--- src/rtl/tile_arb_pkg.sv ---
// Shared types and the round-robin pick helper for tile_load_arbiter.
// Build option ARB_TIMEOUT_EN (used in arb_channel) enables stalled-burst abort.
package tile_arb_pkg;

    typedef enum logic {
        ST_IDLE  = 1'b0,
        ST_BURST = 1'b1
    } arb_state_e;

    // Upper bound on tiles the pick helper can scan; N_TILES must not exceed it.
    localparam int unsigned MAX_TILES = 32;
    localparam int unsigned IDX_W     = 5;

    typedef struct packed {
        logic             found;
        logic [IDX_W-1:0] idx;
    } pick_t;

    // First set bit of req at or cyclically after ptr, scanning only the low n bits.
    function automatic pick_t rr_pick(input logic [MAX_TILES-1:0] req,
                                      input logic [IDX_W-1:0]     ptr,
                                      input int unsigned          n);
        pick_t       r;
        int unsigned j;
        r.found = 1'b0;
        r.idx   = '0;
        for (int unsigned k = 0; k < MAX_TILES; k++) begin
            if (k < n && !r.found) begin
                j = 32'(ptr) + k;
                if (j >= n) begin
                    j = j - n;
                end
                if (req[j[IDX_W-1:0]]) begin
                    r.found = 1'b1;
                    r.idx   = j[IDX_W-1:0];
                end
            end
        end
        return r;
    endfunction

endpackage

--- src/rtl/arb_channel.sv ---
// One load-bus channel: round-robin pick, registered one-hot grant, burst beat counter.
// With ARB_TIMEOUT_EN defined, a stall counter aborts bursts stuck without valid data.
module arb_channel
    import tile_arb_pkg::*;
#(
    parameter int unsigned N_TILES   = 4,
    parameter int unsigned BURST_LEN = 32,
    parameter int unsigned TIMEOUT   = 64
) (
    input  logic                       clk,
    input  logic                       rst,
    input  logic [N_TILES-1:0]         req_i,
    input  logic                       valid_i,
    output logic [N_TILES-1:0]         grant_o,
    output logic [$clog2(N_TILES)-1:0] owner_o,
    output logic                       done_o,
    output logic                       err_o
);

    localparam int unsigned CW   = $clog2(N_TILES);
    localparam int unsigned CNTW = $clog2(BURST_LEN) + 1;

    arb_state_e          state_q, state_d;
    logic [N_TILES-1:0]  grant_q, grant_d;
    logic [CW-1:0]       owner_q, owner_d;
    logic [CW-1:0]       ptr_q, ptr_d;
    logic [CW-1:0]       owner_next;
    logic [CNTW-1:0]     cnt_q, cnt_d;
    logic                done_q, done_d;
    logic                last_beat;
    logic                owner_gone;
    pick_t               pick;
    logic [CW-1:0]       pick_idx;

`ifdef ARB_TIMEOUT_EN
    localparam int unsigned SW = $clog2(TIMEOUT + 1);
    logic [SW-1:0] stall_q, stall_d;
    logic          err_q, err_d;
`else
    localparam int unsigned TIMEOUT_UNUSED = TIMEOUT;
`endif

    logic [IDX_W-CW-1+1:0] pick_unused;

    always_comb begin
        pick        = rr_pick(MAX_TILES'(req_i), IDX_W'(ptr_q), N_TILES);
        pick_idx    = CW'(pick.idx);
        pick_unused = (IDX_W - CW + 1)'(pick.idx);
        owner_next  = (owner_q == CW'(N_TILES - 1)) ? '0 : owner_q + 1'b1;
        last_beat   = valid_i && (cnt_q == CNTW'(BURST_LEN - 1));
        owner_gone  = !req_i[owner_q];
    end

    always_comb begin
        state_d = state_q;
        grant_d = grant_q;
        owner_d = owner_q;
        ptr_d   = ptr_q;
        cnt_d   = cnt_q;
        done_d  = 1'b0;
`ifdef ARB_TIMEOUT_EN
        stall_d = stall_q;
        err_d   = 1'b0;
`endif
        case (state_q)
            ST_IDLE: begin
                if (pick.found) begin
                    state_d           = ST_BURST;
                    owner_d           = pick_idx;
                    grant_d           = '0;
                    grant_d[pick_idx] = 1'b1;
                    cnt_d             = '0;
`ifdef ARB_TIMEOUT_EN
                    stall_d           = '0;
`endif
                end
            end
            ST_BURST: begin
                // Completion wins over a same-cycle request drop: the last word still lands.
                if (last_beat) begin
                    state_d = ST_IDLE;
                    grant_d = '0;
                    done_d  = 1'b1;
                    ptr_d   = owner_next;
                    cnt_d   = '0;
                end else if (owner_gone) begin
                    state_d = ST_IDLE;
                    grant_d = '0;
                    ptr_d   = owner_next;
                    cnt_d   = '0;
                end
`ifdef ARB_TIMEOUT_EN
                else if (!valid_i && (stall_q == SW'(TIMEOUT - 1))) begin
                    state_d = ST_IDLE;
                    grant_d = '0;
                    err_d   = 1'b1;
                    ptr_d   = owner_next;
                    cnt_d   = '0;
                end
`endif
                else begin
                    if (valid_i) begin
                        cnt_d = cnt_q + 1'b1;
                    end
`ifdef ARB_TIMEOUT_EN
                    stall_d = valid_i ? '0 : stall_q + 1'b1;
`endif
                end
            end
            default: begin
                state_d = ST_IDLE;
                grant_d = '0;
            end
        endcase
    end

    always_ff @(posedge clk) begin
        if (rst) begin
            state_q <= ST_IDLE;
            grant_q <= '0;
            owner_q <= '0;
            ptr_q   <= '0;
            cnt_q   <= '0;
            done_q  <= 1'b0;
`ifdef ARB_TIMEOUT_EN
            stall_q <= '0;
            err_q   <= 1'b0;
`endif
        end else begin
            state_q <= state_d;
            grant_q <= grant_d;
            owner_q <= owner_d;
            ptr_q   <= ptr_d;
            cnt_q   <= cnt_d;
            done_q  <= done_d;
`ifdef ARB_TIMEOUT_EN
            stall_q <= stall_d;
            err_q   <= err_d;
`endif
        end
    end

    assign grant_o = grant_q;
    assign owner_o = owner_q;
    assign done_o  = done_q;
`ifdef ARB_TIMEOUT_EN
    assign err_o   = err_q;
`else
    assign err_o   = 1'b0;
`endif

endmodule

--- src/rtl/tile_load_arbiter.sv ---
// Grants the input-data and weight load buses to N tiles, one BURST_LEN burst at a time.
// Define ARB_TIMEOUT_EN to abort bursts that stall for TIMEOUT cycles (timeout_err pulse).
module tile_load_arbiter
    import tile_arb_pkg::*;
#(
    parameter int unsigned N_TILES   = 4,
    parameter int unsigned BURST_LEN = 32,
    parameter int unsigned TIMEOUT   = 64
) (
    input  logic                       clk,
    input  logic                       rst,
    input  logic [N_TILES-1:0]         req_in,
    input  logic [N_TILES-1:0]         req_w,
    input  logic                       valid_in,
    input  logic                       valid_w,
    output logic [N_TILES-1:0]         grant_in,
    output logic [N_TILES-1:0]         grant_w,
    output logic [$clog2(N_TILES)-1:0] owner_in,
    output logic [$clog2(N_TILES)-1:0] owner_w,
    output logic                       done_in,
    output logic                       done_w,
    output logic                       timeout_err
);

    logic err_in;
    logic err_w;

    // The two channels are fully independent; the same tile may own both.
    arb_channel #(
        .N_TILES   (N_TILES),
        .BURST_LEN (BURST_LEN),
        .TIMEOUT   (TIMEOUT)
    ) u_ch_in (
        .clk     (clk),
        .rst     (rst),
        .req_i   (req_in),
        .valid_i (valid_in),
        .grant_o (grant_in),
        .owner_o (owner_in),
        .done_o  (done_in),
        .err_o   (err_in)
    );

    arb_channel #(
        .N_TILES   (N_TILES),
        .BURST_LEN (BURST_LEN),
        .TIMEOUT   (TIMEOUT)
    ) u_ch_w (
        .clk     (clk),
        .rst     (rst),
        .req_i   (req_w),
        .valid_i (valid_w),
        .grant_o (grant_w),
        .owner_o (owner_w),
        .done_o  (done_w),
        .err_o   (err_w)
    );

    assign timeout_err = err_in | err_w;

endmodule

--- config.mk ---
export PLATFORM = sky130hd
export DESIGN_NAME = tile_load_arbiter
export DESIGN_NICKNAME = d
export VERILOG_FILES = /design/src/rtl/tile_arb_pkg.sv /design/src/rtl/arb_channel.sv /design/src/rtl/tile_load_arbiter.sv
export SDC_FILE = /design/constraint.sdc
export NUM_CORES = 1
export LEC_CHECK = 0
export ABC_AREA = 0
export CORE_ASPECT_RATIO = 1.75
export CORE_MARGIN = 2
export CORE_UTILIZATION = 55
export DETAILED_ROUTE_END_ITERATION = 6
export PLACE_DENSITY = 0.82
export SLEW_MARGIN = 20
export SYNTH_ARGS = -nofsm -noshare
export SYNTH_HDL_FRONTEND = slang
export SYNTH_SLANG_ARGS = --single-unit
--- constraint.sdc ---
create_clock -name clk -period 3.4 [get_ports clk]
set_clock_uncertainty 0.15 [all_clocks]
set_input_delay 0.51 -clock clk [delete_from_list [all_inputs] [get_ports clk]]
set_output_delay 0.51 -clock clk [all_outputs]
set_load 0.01 [all_outputs]
# Word-level counts from Yosys, hierarchy flattened
# Index checks and enable logic that the tools add are counted.
# word_totals
regBits,32
latch_bits,0
romBits,0
ram_bits,0
mem_count,0
# classes
reduce_logical,14
order_cmp,22
mux,86
div,0
eq_ne,12
shifts,0
add_sub_neg,18
mul,0
bitwise,2
# ops
cell,n
"greater-or-equal comparator 32 x 3 -> 1 bit, second input constant",6
two-way mux 6 bit,22
two-way mux 5 bit,14
"less-than comparator 5 x 6 -> 1 bit, second input constant",8
binary-select mux 1 bit (select 5 bit),8
"subtractor 5 x 3 -> 5 bit, second input constant",6
two-way mux 4 bit,6
case mux 6 bit (2 select lines),2
two-way mux 1 bit,20
case mux 4 bit (2 select lines),2
AND reduction 2 bit,8
"adder 2 x 2 -> 3 bit, second input constant",4
"adder 6 x 1 -> 6 bit, second input constant",2
"== test 6 x 5 -> 1 bit, second input constant",2
"less-than comparator 2 x 3 -> 1 bit, second input constant",4
two-way mux 2 bit,6
"!= test 2 x 1 -> 1 bit, second input constant",4
"!= test 4 bit, second input constant",2
"subtractor 2 x 3 -> 4 bit, second input constant",2
"adder 2 x 1 -> 3 bit, second input constant",2
"greater-or-equal comparator 2 x 3 -> 1 bit, second input constant",2
"!= test 3 bit, second input constant",2
"adder 2 x 1 -> 2 bit, second input constant",2
binary-select mux 1 bit (select 2 bit),2
7 further kinds,16

# Depth between registers and ports, before layout
# depth
depth_word,26
depth_mapped,9
mapped_depth_nobuf,8

# Hierarchy
# Synthesis repeated with hierarchy kept, for this count alone.
# unflattened
hier_cells,238
area_unflattened_um2,2080.7
# modules_own_cells
module,cells_per_inst,area_per_inst_um2,n_inst,seq_area_each_um2
arb_channel (u_ch_w),127,1067.3,1,320.3
arb_channel (u_ch_in),110,1007.2,1,320.3
tile_load_arbiter,1,6.3,1,0.0

# Worst setup path after synthesis
# OpenSTA, ideal clock, no wires.
# synth_path
kind,register to register
from,register u_ch_in.ptr_q[0]
to,register u_ch_in.grant_q[0] (netlist: u_ch_in.grant_o[0])
arrival_ns,2.632
stages_incl_launch_ff,10
slack_ns,0.548
synth_period_minus_slack_ns,2.852
n_path_buf,1
cell_sequence,dfxtp_1 > buf_6 > inv_1 > ha_1 > mux4_1 > and2_2 > a21oi_2 > mux2_4 > or3_1 > a21oi_1
# synth_via
elab_chain_cells,18
word_cells_on_any_way,42
classes_between,add/sub: 7; order compare: 6; eq/ne: 1; mux: 26; reduce/logical: 2
# synth_lines
element,line_no,text
from (decl),arb_channel.sv:26,"logic [CW-1:0] ptr_q, ptr_d;"
from (signal assigned),arb_channel.sv:133,ptr_q <= ptr_d;
adder 2 x 1 -> 3 bit,tile_arb_pkg.sv:29,j = 32'(ptr) + k;
greater-or-equal comparator 32 x 3 -> 1 bit / subtractor 5 x 3 -> 5 bit (equally long branches),"tile_arb_pkg.sv:30, tile_arb_pkg.sv:31",
two-way mux 5 bit,tile_arb_pkg.sv:30,if (j >= n) begin
two-way mux 5 bit,tile_arb_pkg.sv:28,if (k < n && !r.found) begin
binary-select mux 1 bit (select 5 bit),tile_arb_pkg.sv:33,if (req[j[IDX_W-1:0]]) begin
two-way mux 1 bit (implied by the code),tile_arb_pkg.sv:33,
two-way mux 6 bit,tile_arb_pkg.sv:33,
two-way mux 6 bit,tile_arb_pkg.sv:28,
(+2 left out),--,
two-way mux 6 bit,tile_arb_pkg.sv:33,
two-way mux 6 bit (*),tile_arb_pkg.sv:28,
less-than comparator 2 x 3 -> 1 bit (implied by the code) / greater-or-equal comparator 2 x 1 -> 1 bit (equally long branches),arb_channel.sv:71,grant_d[pick_idx] = 1'b1;
logical AND 1 bit (implied by the code),arb_channel.sv:71,
two-way mux 1 bit (implied by the code),arb_channel.sv:71,
demux 1 bit (select 2 bit),--,
two-way mux 4 bit,arb_channel.sv:67,if (pick.found) begin
case mux 4 bit (2 select lines),arb_channel.sv:65,case (state_q)
to (signal assigned),arb_channel.sv:131,grant_q <= grant_d;
to (decl),arb_channel.sv:24,"logic [N_TILES-1:0] grant_q, grant_d;"
# Mark *: on every way between the ends. The rest lies on a longest branch, timed or not. The select of a mux whose other input is x is not followed.
# A chain may end at the register's enable or synchronous reset.

# Worst setup path in the final report
# layout_path
from,register u_ch_in.ptr_q[1]
to,register u_ch_in.grant_q[2] (netlist: u_ch_in.grant_o[2])
# The elaborated chain is that of the path after synthesis.

==> run_results.csv <==
group,metric,value,unit
worst_setup_path,cp_top_family,"multiplexers",
die,ios,27,
cts,clock-sinks,32,
die,die-area,4330,sq um
timing,rsz0062_at_grt,"false",
power_and_ir_drop,intPower,0.856,mW
place,gp_congestion,0.922,
power_and_ir_drop,clockPowerShare,0.278,
cts,cts_buffers,5,
cells_and_area,fin_util,0.686,
timing,holdWs,322,ps
cells_and_area,post-route-cell-area,2490,sq um
synth,syn_inst,221,
place,place_area,2380,sq um
drt,dr.pass1.iters,4,
worst_setup_path,r2r_end,"u_ch_in.grant_o[2]$_SDFFE_PP0P_",
power_and_ir_drop,ir_drop,0.374,mV
cts,clock_latency,280,ps
drt,ant_nets,0,
drt,drt_wl_total,4380,um
drt,drc_errors,0,
worst_setup_path,reg2reg_slack,440,ps
cells_and_area,drive_above_1_share,0.143,
power_and_ir_drop,total_power,1.28,mW
drt,vias_per_cell,5.94,
synth,synth_edf_count,0,
die,die_h,85.6,um
synth,ys_types,62,
min_path,hold_path.class,"register to register",
cts,clk_path_buf_depth,2,
worst_setup_path,crit_type,"register to register",
die,die_w,50.6,um
timing,worstMarginPinSlew,526,ps
worst_setup_path,required,3450,ps
cts,tritoncts,"yes",
global_route,grt_pass1_wl,7400,um
global_route,grt_overflow,0,
drt,vias,1770,
power_and_ir_drop,sw_frac_of_total,0.333,
min_path,hold_depth,1,
timing,period_minus_slack,2960,ps
cells_and_area,syn_to_final_growth,18.9,%
place,place.port_buffers,25,
worst_setup_path,startpoint_type,"register",
cts,ctsHoldBuffers,0,
timing,hold_viol,0,
die,rows,29,
cells_and_area,antennaDiodeCount,0,
cts,cts_root_buffer,"clkbuf_8",
cells_and_area,mostFrequentLayoutCell,"dfxtp_1",
synth,syn_nets,245,
place,place_worst_setup_slack,381,ps
global_route,grt.total_usage,0.222,
timing,finalCritPeriodShare,0.872,
worst_setup_path,critPathBufInv,1,
power_and_ir_drop,power_frac_comb,0.365,
min_path,hp-start,"u_ch_in.cnt_q[4]$_SDFFE_PP0P_",
power_and_ir_drop,power_frac_seq,0.357,
worst_setup_path,crit_chain,"inv_1 > ha_1 > mux4_1 > and2_2 > a21oi_2 > mux2_4 > or3b_1 > a21oi_1",
timing,tns,0,ps
drt,avgRoutedWirePerCell,14.7,um
cells_and_area,finalNetCount,275,
cts,clk_pin_slew,70,ps
synth,ys_ff_latch,32,
timing,fmax,0.337,GHz
global_route,grt_max_degree,16,
power_and_ir_drop,switchingPower,0.428,mW
place,place_inst,290,
place,dp_hpwl,3380,um
worst_setup_path,worstReg2RegStart,"u_ch_in.ptr_q[1]$_SDFFE_PP0P_",
worst_setup_path,cp_slowest_cell,"mux4_1",
worst_setup_path,crit_path_max_incr_delay,570,ps
drt,drt_iter0_markers,27,
timing,slew_viol_final,0,
synth,yosys_warnings,0,
timing,setup_viol,0,
synth,ys.flop_type,"dfxtp_1",
worst_setup_path,worstPathArrival,3020,ps
power_and_ir_drop,powerDensity,516,nW/um^2
worst_setup_path,ff2ff_path_depth,8,
synth,avgSynthCellArea,9.47,sq um
timing,slew_headroom,0.650,
global_route,grt_antenna_before_repair,0,
status,status,"completed",
worst_setup_path,endpoint_kind,"register",
synth,ys_seq_area_frac,0.306,
min_path,holdPathEnd,"u_ch_in.cnt_q[4]$_SDFFE_PP0P_",
cts,htreeDepth,2,
synth,syn-cell-area,2090,sq um
cells_and_area,final_cell_mix,"32 x dfxtp_1, 25 x clkdlybuf4s50_1, 19 x nor2_1",
global_route,grt_pass1_vias,1752,
cells_and_area,finalNonFillerCells,298,
worst_setup_path,cp_max_fo,7,
cts,cts_setup_buffers,0,
die,coreArea,3630,sq um
power_and_ir_drop,p_leak,0.903,nW
cts,cts-resized-gates,0,
synth,synth-async-reset-ratio,0,
die,initial_core_util,0.577,
timing,fin_ws,437,ps
job,maxCapViolCount,0,
sequential cells by signal, summed over array words and instances (netlist names):
register	count
u_ch_w.grant_o	4
u_ch_in.cnt_q	6
u_ch_in.done_o	1
u_ch_w.owner_o	2
u_ch_in.grant_o	4
u_ch_in.state_q	1
u_ch_w.cnt_q	6
u_ch_w.done_o	1
u_ch_in.ptr_q	2
u_ch_w.state_q	1
u_ch_in.owner_o	2
u_ch_w.ptr_q	2
routing by layer:
layer / GRT usage / share of wire / wire, um / vias up
li1: - / - / - / 883
met1: 0.218 / 0.39 / 1710 / 829
met2: 0.425 / 0.56 / 2450 / 44
met3: 0.0436 / 0.027 / 116 / 14
met4: 0.108 / 0.023 / 100 / 0
met5: 0 / 0 / 0 / -
cell type report:
type / instances / area [sq um]
Inverter: 12 / 45.0
Clock inverter: 3 / 42.5
Clock buffer: 5 / 68.8
Tap cell: 46 / 57.6
Sequential cell: 32 / 641
Timing Repair Buffer: 28 / 273
Multi-Input combinational cell: 172 / 1360
Fill cell: 319 / 1140
how the worst max path moves through the flow:
stage                                             start                              end  slack [ps]  cells after the start
after floorplan           u_ch_in.ptr_q[0]$_SDFFE_PP0P_  u_ch_in.grant_o[0]$_SDFFE_PP0P_         550                      9
after global placement                        req_in[3]  u_ch_in.grant_o[0]$_SDFFE_PP0P_         460                      7
after detailed placement                      req_in[1]    u_ch_in.cnt_q[4]$_SDFFE_PP0P_         380                      7
after CTS                 u_ch_in.ptr_q[1]$_SDFFE_PP0P_  u_ch_in.grant_o[2]$_SDFFE_PP0P_         430                      8
after global routing      u_ch_in.ptr_q[1]$_SDFFE_PP0P_  u_ch_in.grant_o[2]$_SDFFE_PP0P_         230                      8
final                     u_ch_in.ptr_q[1]$_SDFFE_PP0P_  u_ch_in.grant_o[2]$_SDFFE_PP0P_         440                      8
power groups by stage:
stage,sequential [mW],clock [mW],combinational [mW]
after global placement,0.466,0,0.458
final,0.458,0.357,0.469
after CTS,0.458,0.369,0.470
after floorplan,0.476,0,0.319
after global routing,0.463,0.386,0.516
after detailed placement,0.466,0,0.467
worst register-to-register path, stage by stage (launching register included):
cell and delay, ps:
dfxtp_1 480, inv_1 130, ha_1 390, mux4_1 570
and2_2 220, a21oi_2 140, mux2_4 330, or3b_1 350
a21oi_1 140
cell families after synthesis:
family,Yosys count,synth area share
DFF,32,0.306
adders and majority gates,12,0.0717
other,1,0.00179
muxes,18,0.124
AOI/OAI and AO/OA,51,0.214
xor gates and xnor gates,5,0.0209
buffers and inverters,17,0.0436
and+or+nand+nor,85,0.218
Yosys cell counts (2+ instances only):
cell,count,share of area
or3_1,6,0.018
o31ai_1,4,0.014
mux2i_1,9,0.043
a221oi_1,2,0.0084
a22o_1,2,0.0084
nand3b_1,4,0.014
or2b_2,2,0.0084
nand2_1,18,0.032
nand2b_1,4,0.012
a211oi_1,2,0.0072
a32o_1,2,0.0096
mux4_2,4,0.043
nor4_1,2,0.0060
nor2_1,19,0.034
a21oi_1,12,0.029
o31a_1,2,0.0084
o21ai_0,5,0.012
mux2_2,2,0.011
o32ai_2,2,0.016
mux2_4,2,0.014
nor2b_1,2,0.0060
buf_4,2,0.0072
nor3_1,11,0.026
xnor2_1,4,0.017
dfxtp_1,32,0.31
ha_1,12,0.072
inv_1,10,0.018
nand3_1,7,0.017
nor3b_1,2,0.0072
buf_6,2,0.011
No activity file was read; power rests on OpenSTA's default activity.
==> patch 1: new RTL, same flow settings <==
Set the package constant `MAX_TILES` to 64 (it was 32).
--- a/src/rtl/tile_arb_pkg.sv
+++ b/src/rtl/tile_arb_pkg.sv
@@ -10,3 +10,3 @@
     // Upper bound on tiles the pick helper can scan; N_TILES must not exceed it.
-    localparam int unsigned MAX_TILES = 32;
+    localparam int unsigned MAX_TILES = 64;
     localparam int unsigned IDX_W     = 5;
Check against the original RTL: equivalent (Yosys induction, for registers that start in step).
==> patch 1 against the unedited design <==
Synthesized area decreased by 4.7%. Worst setup slack worse by 0.044 ns. Maximum frequency shrank 1.5%. Utilization down 1.8 points. Sequential cell count stayed put. Routed wire length increased by 3.5%. Cell area shrank 4.5%. Sequential power up 3%. Count of clock-buffer cells in the layout increased by 1. Clock power is essentially flat. Power down 0.82%. Sequential share of layout area is 1.2 points higher. Critical endpoint is now u_ch_in.grant_o[0]. Largest cell class unchanged. Highest routed layer unchanged.
==> patch 1: results (changes against the unedited design) <==
outcome=complete, no violations; top flop regs=u_ch_in.cnt_q (6), u_ch_w.cnt_q (6); commonest cells in the netlist=dfxtp_1, nor2_1, nand2_1; NonClk Buf Share=10.85% (-0.11 points); number of global-route vias before repair=1,793 (+2.3%); setup repair bufs after CTS=0 (unchanged); vias per cell=5.938 (about the same); nets=265 (-3.6%); Non-clk invs=8 (-4); port bufs=25 (unchanged); Mapped Cells=214 (-3.2%); Clock Sinks=32 (unchanged); hpwl dp=3.468 mm (+2.6%); share of layout cells above drive strength 1=11.16% (-3.1 points); Synth Flop Type=dfxtp_1; clk buf depth=2 (unchanged); asr flop ratio synth=0% (unchanged); TritonCTS Buffers=5 (unchanged); placed cells=280 (-3.4%); row count=29 (unchanged); Synth cell types=57 (-8.1%); Total Routed Length=4.531 mm (+3.5%); multi-input logic area=1282 µm² (-5.8%); crit path max fanout=13 (+6); power per cell area=535.9 nW/µm² (+3.9%); maximum vdd drop=0.6157 mV (+64%); Fill cells=323 (+1.3%); DP Worst Slack=0.5111 ns (+0.1301 ns); multi-input gates=168 (-2.3%); clock buf count=6 (+1); Clock Latency Late Sink=0.28 ns (about the same); Non-Filler Instances=288 (-3.4%); H-tree levels=2 (unchanged); type of the most critical hold path=flip-flop to flip-flop; GRT Overall Usage=23.29% (+1.1 points); Leakage=0.9045 nW (+0.22%); number of gates resized after cts=0 (unchanged); CTS Root Cell=clkbuf_8; Max-slew headroom=52.07% (-13 points); GPL Wtd Cong=0.8800 (-4.5%); register area share after synthesis=32.10% (+1.5 points); Syn Nets=238 (-2.9%); first-pass GRT wire length=7.479 mm (+1.0%); placed cell area=2268 µm² (-4.6%); Area contributors post-synth=dfxtp_1, ha_1, mux2i_1; register share of the cell area=26.96% (+1.2 points); clock network area share=4.529% (+0.054 points); largest net degree at the start of global routing=24 (+8); antenna cells=0 (unchanged); hold_buf cts=0 (unchanged); Repair and plain buffers=26 (-7.1%); DR iter-0 viols=35 (+30%)
## patch 1: cell count changes in the layout (fill, tap and decap cells not counted), sizes merged, moves of 4 or more
cell / before / now
and3: 1 / 5
nand3: 7 / 12
nor3: 11 / 6
o2bb2ai: 1 / 6
xor2: 1 / 7
## patch 1: worst max-delay path: stages, from the launching register on
cell	delay [ns]
dfxtp_1	0.66
inv_1	0.21
ha_1	0.43
or3b_2	0.49
a2111oi_0	0.43
nor3_1	0.12
o311ai_2	0.13
or3b_1	0.20
o22ai_1	0.07
## patch 1: path summary, 6_finish.rpt
kind | from | end | slack [ns] | depth (start not counted)
worst max-delay path | u_ch_in.ptr_q[0] | u_ch_in.grant_o[0] | 0.39 | 8
worst min-delay path | u_ch_in.grant_o[0] | u_ch_in.grant_o[0] | 0.31 | 2
worst max register to register | u_ch_in.ptr_q[0] | u_ch_in.grant_o[0] | 0.39 | 8
worst min register to register | u_ch_in.grant_o[0] | u_ch_in.grant_o[0] | 0.31 | 2
## patch 1: layer usage
metal / up-vias / global-route usage (%) / share of wire [%]
met1: 803 / 19.32 / 35
li1: 835 / - / -
met2: 53 / 45.09 / 57
met3: 19 / 5.914 / 3.4
met5: - / 0 / 0
met4: 0 / 15.40 / 4.5
## patch 1: cell families after synthesis
logic type	after synthesis	synth area share (%)
AND/OR/NAND/NOR	86	24.20
other	1	0.1879
adder cells (fa/ha/maj)	12	7.523
buffers and inverters	14	3.636
AO/OA/AOI/OAI	47	19.81
flip-flops	32	32.10
XOR/XNOR	8	3.511
multiplexers	14	9.028
## patch 1: power breakdown
part / internal [mW] / total (mW) / leakage [nW] / switching [mW]
clock: 0.217 / 0.357 / 0.0552 / 0.140
sequential: 0.418 / 0.473 / 0.261 / 0.0550
combinational: 0.207 / 0.443 / 0.589 / 0.236
==> patch 2: new RTL, config.mk and constraints unchanged <==
Made on the original files. Compare `cnt_q` against `CNTW'(BURST_LEN - 1)` with >= in place of ==.
--- a/src/rtl/arb_channel.sv
+++ b/src/rtl/arb_channel.sv
@@ -49,3 +49,3 @@
         owner_next  = (owner_q == CW'(N_TILES - 1)) ? '0 : owner_q + 1'b1;
-        last_beat   = valid_i && (cnt_q == CNTW'(BURST_LEN - 1));
+        last_beat   = valid_i && (cnt_q >= CNTW'(BURST_LEN - 1));
         owner_gone  = !req_i[owner_q];
Formal check against the unedited RTL: same outputs for any inputs over 4 cycles, from zero or initial values and one cycle with rst high; that may be too few to reach the edited logic, so the function may still have changed.
==> patch 2 against the unedited design <==
Hold slack worse by 0.0028 ns. Power is 2.0% lower. Routed wire length is 2.9% higher. Worst setup slack better by 0.15 ns. Via count is 3.1% higher. Synthesized area is 3.3% lower. Final cell count is 1.3% higher. Critical path depth stayed put. Cell area is 2.6% lower. Sequential cell count stayed put. Highest routed layer unchanged.
==> patch 2: results (changes against the unedited design) <==
placed cells=294 (+1.4%); Via Count=1,825 (+3.1%); number of antenna violations at the first check in global routing=0 (unchanged); maximum vdd drop=0.4167 mV (+11%); area share of fa/ha/maj cells after synthesis=7.421% (+0.25 points); Top delay family on crit path=simple AND/OR/NAND/NOR gates; share of layout cells above drive strength 1=8.984% (-5.3 points); DR WL/cell=14.91 µm (+1.6%); worst endpoint data arrival time=2.83 ns (-0.19 ns); Mapped Cells=227 (+2.7%); critical path's slowest cell=or4_1; crit path max fanout=9 (+2); GRT Overall Usage=23.25% (+1.1 points); Synth cell types=59 (-4.8%); Synth Area in XOR/XNOR=2.165% (+0.072 points); top flop regs=u_ch_in.cnt_q (6), u_ch_w.cnt_q (6); hpwl dp=3.412 mm (+0.91%); register area share after synthesis=31.66% (+1.1 points); number of global-route vias before repair=1,794 (+2.4%); Non-Filler Instances=302 (+1.3%); Syn Nets=251 (+2.4%); largest net degree at the start of global routing=19 (+3); nets=279 (+1.5%); commonest cells in the netlist=dfxtp_1, nor2_1, nand2_1; outcome=complete, no violations; DP Worst Slack=0.5340 ns (+0.1530 ns); max incr delay on CP=0.66 ns (+0.09 ns); Fill cells=280 (-12%); GPL Wtd Cong=0.8101 (-12%); Worst-Margin Slew=0.5671 ns (+0.04150 ns); proportion of synthesized area in mux cells=9.895% (-2.5 points); first-pass GRT wire length=7.741 mm (+4.6%); placed cell area=2313 µm² (-2.7%)
==> patch 2: changes by cell type after synthesis, moves of 3 or more <==
cell       delta
o22ai_1       +4
nor3_1        -6
a21o_1        +3
clkbuf_1      +3
o31ai_1       -3
nor2_1        +8
o21a_1        +6
nand2_1       -5
a21oi_1       -6
nand3_1       -4
o2bb2ai_1     +3
nor2b_1       +3
o21ai_0       +3
==> patch 2: logic make-up after synthesis <==
logic type	Yosys count
muxes	16
adders and majority gates	12
buffers and inverters	16
other	1
DFF	32
AOI/OAI and AO/OA	59
xor gates and xnor gates	5
and+or+nand+nor	86
==> patch 2: final timing paths <==
check,from,to,slack (ns),cells after the start
setup / recovery,u_ch_w.ptr_q[1],u_ch_w.cnt_q[5],0.59,8
hold / removal,u_ch_in.grant_o[2],u_ch_in.grant_o[2],0.32,1
setup reg to reg,u_ch_w.ptr_q[1],u_ch_w.cnt_q[5],0.59,8
hold reg to reg,u_ch_in.grant_o[2],u_ch_in.grant_o[2],0.32,1
==> patch 2: cell type report <==
type | instances | area (µm²) | share of cell area (%)
clock buffers | 5 | 68.82 | 2.838
clock inverters | 3 | 42.54 | 1.754
inverters | 9 | 33.78 | 1.393
multi-input cells | 179 | 1309 | 53.97
flip-flops and latches | 32 | 640.6 | 26.42
well taps | 46 | 57.56 | 2.374
repair buffers | 28 | 272.8 | 11.25
==> patch 2: routing by layer <==
layer,GRT usage [%],vias to the layer above,wire [µm]
met5,0,-,0
met4,13.13,0,142
met3,3.203,13,121
met2,44.85,40,2518
met1,22.44,875,1722
li1,-,897,-
==> patch 2: power by group <==
part	switching, mW	internal, mW	total, mW
sequential	0.0397	0.417	0.456
clock	0.143	0.217	0.359
combinational	0.232	0.210	0.442
total	0.415	0.843	1.26
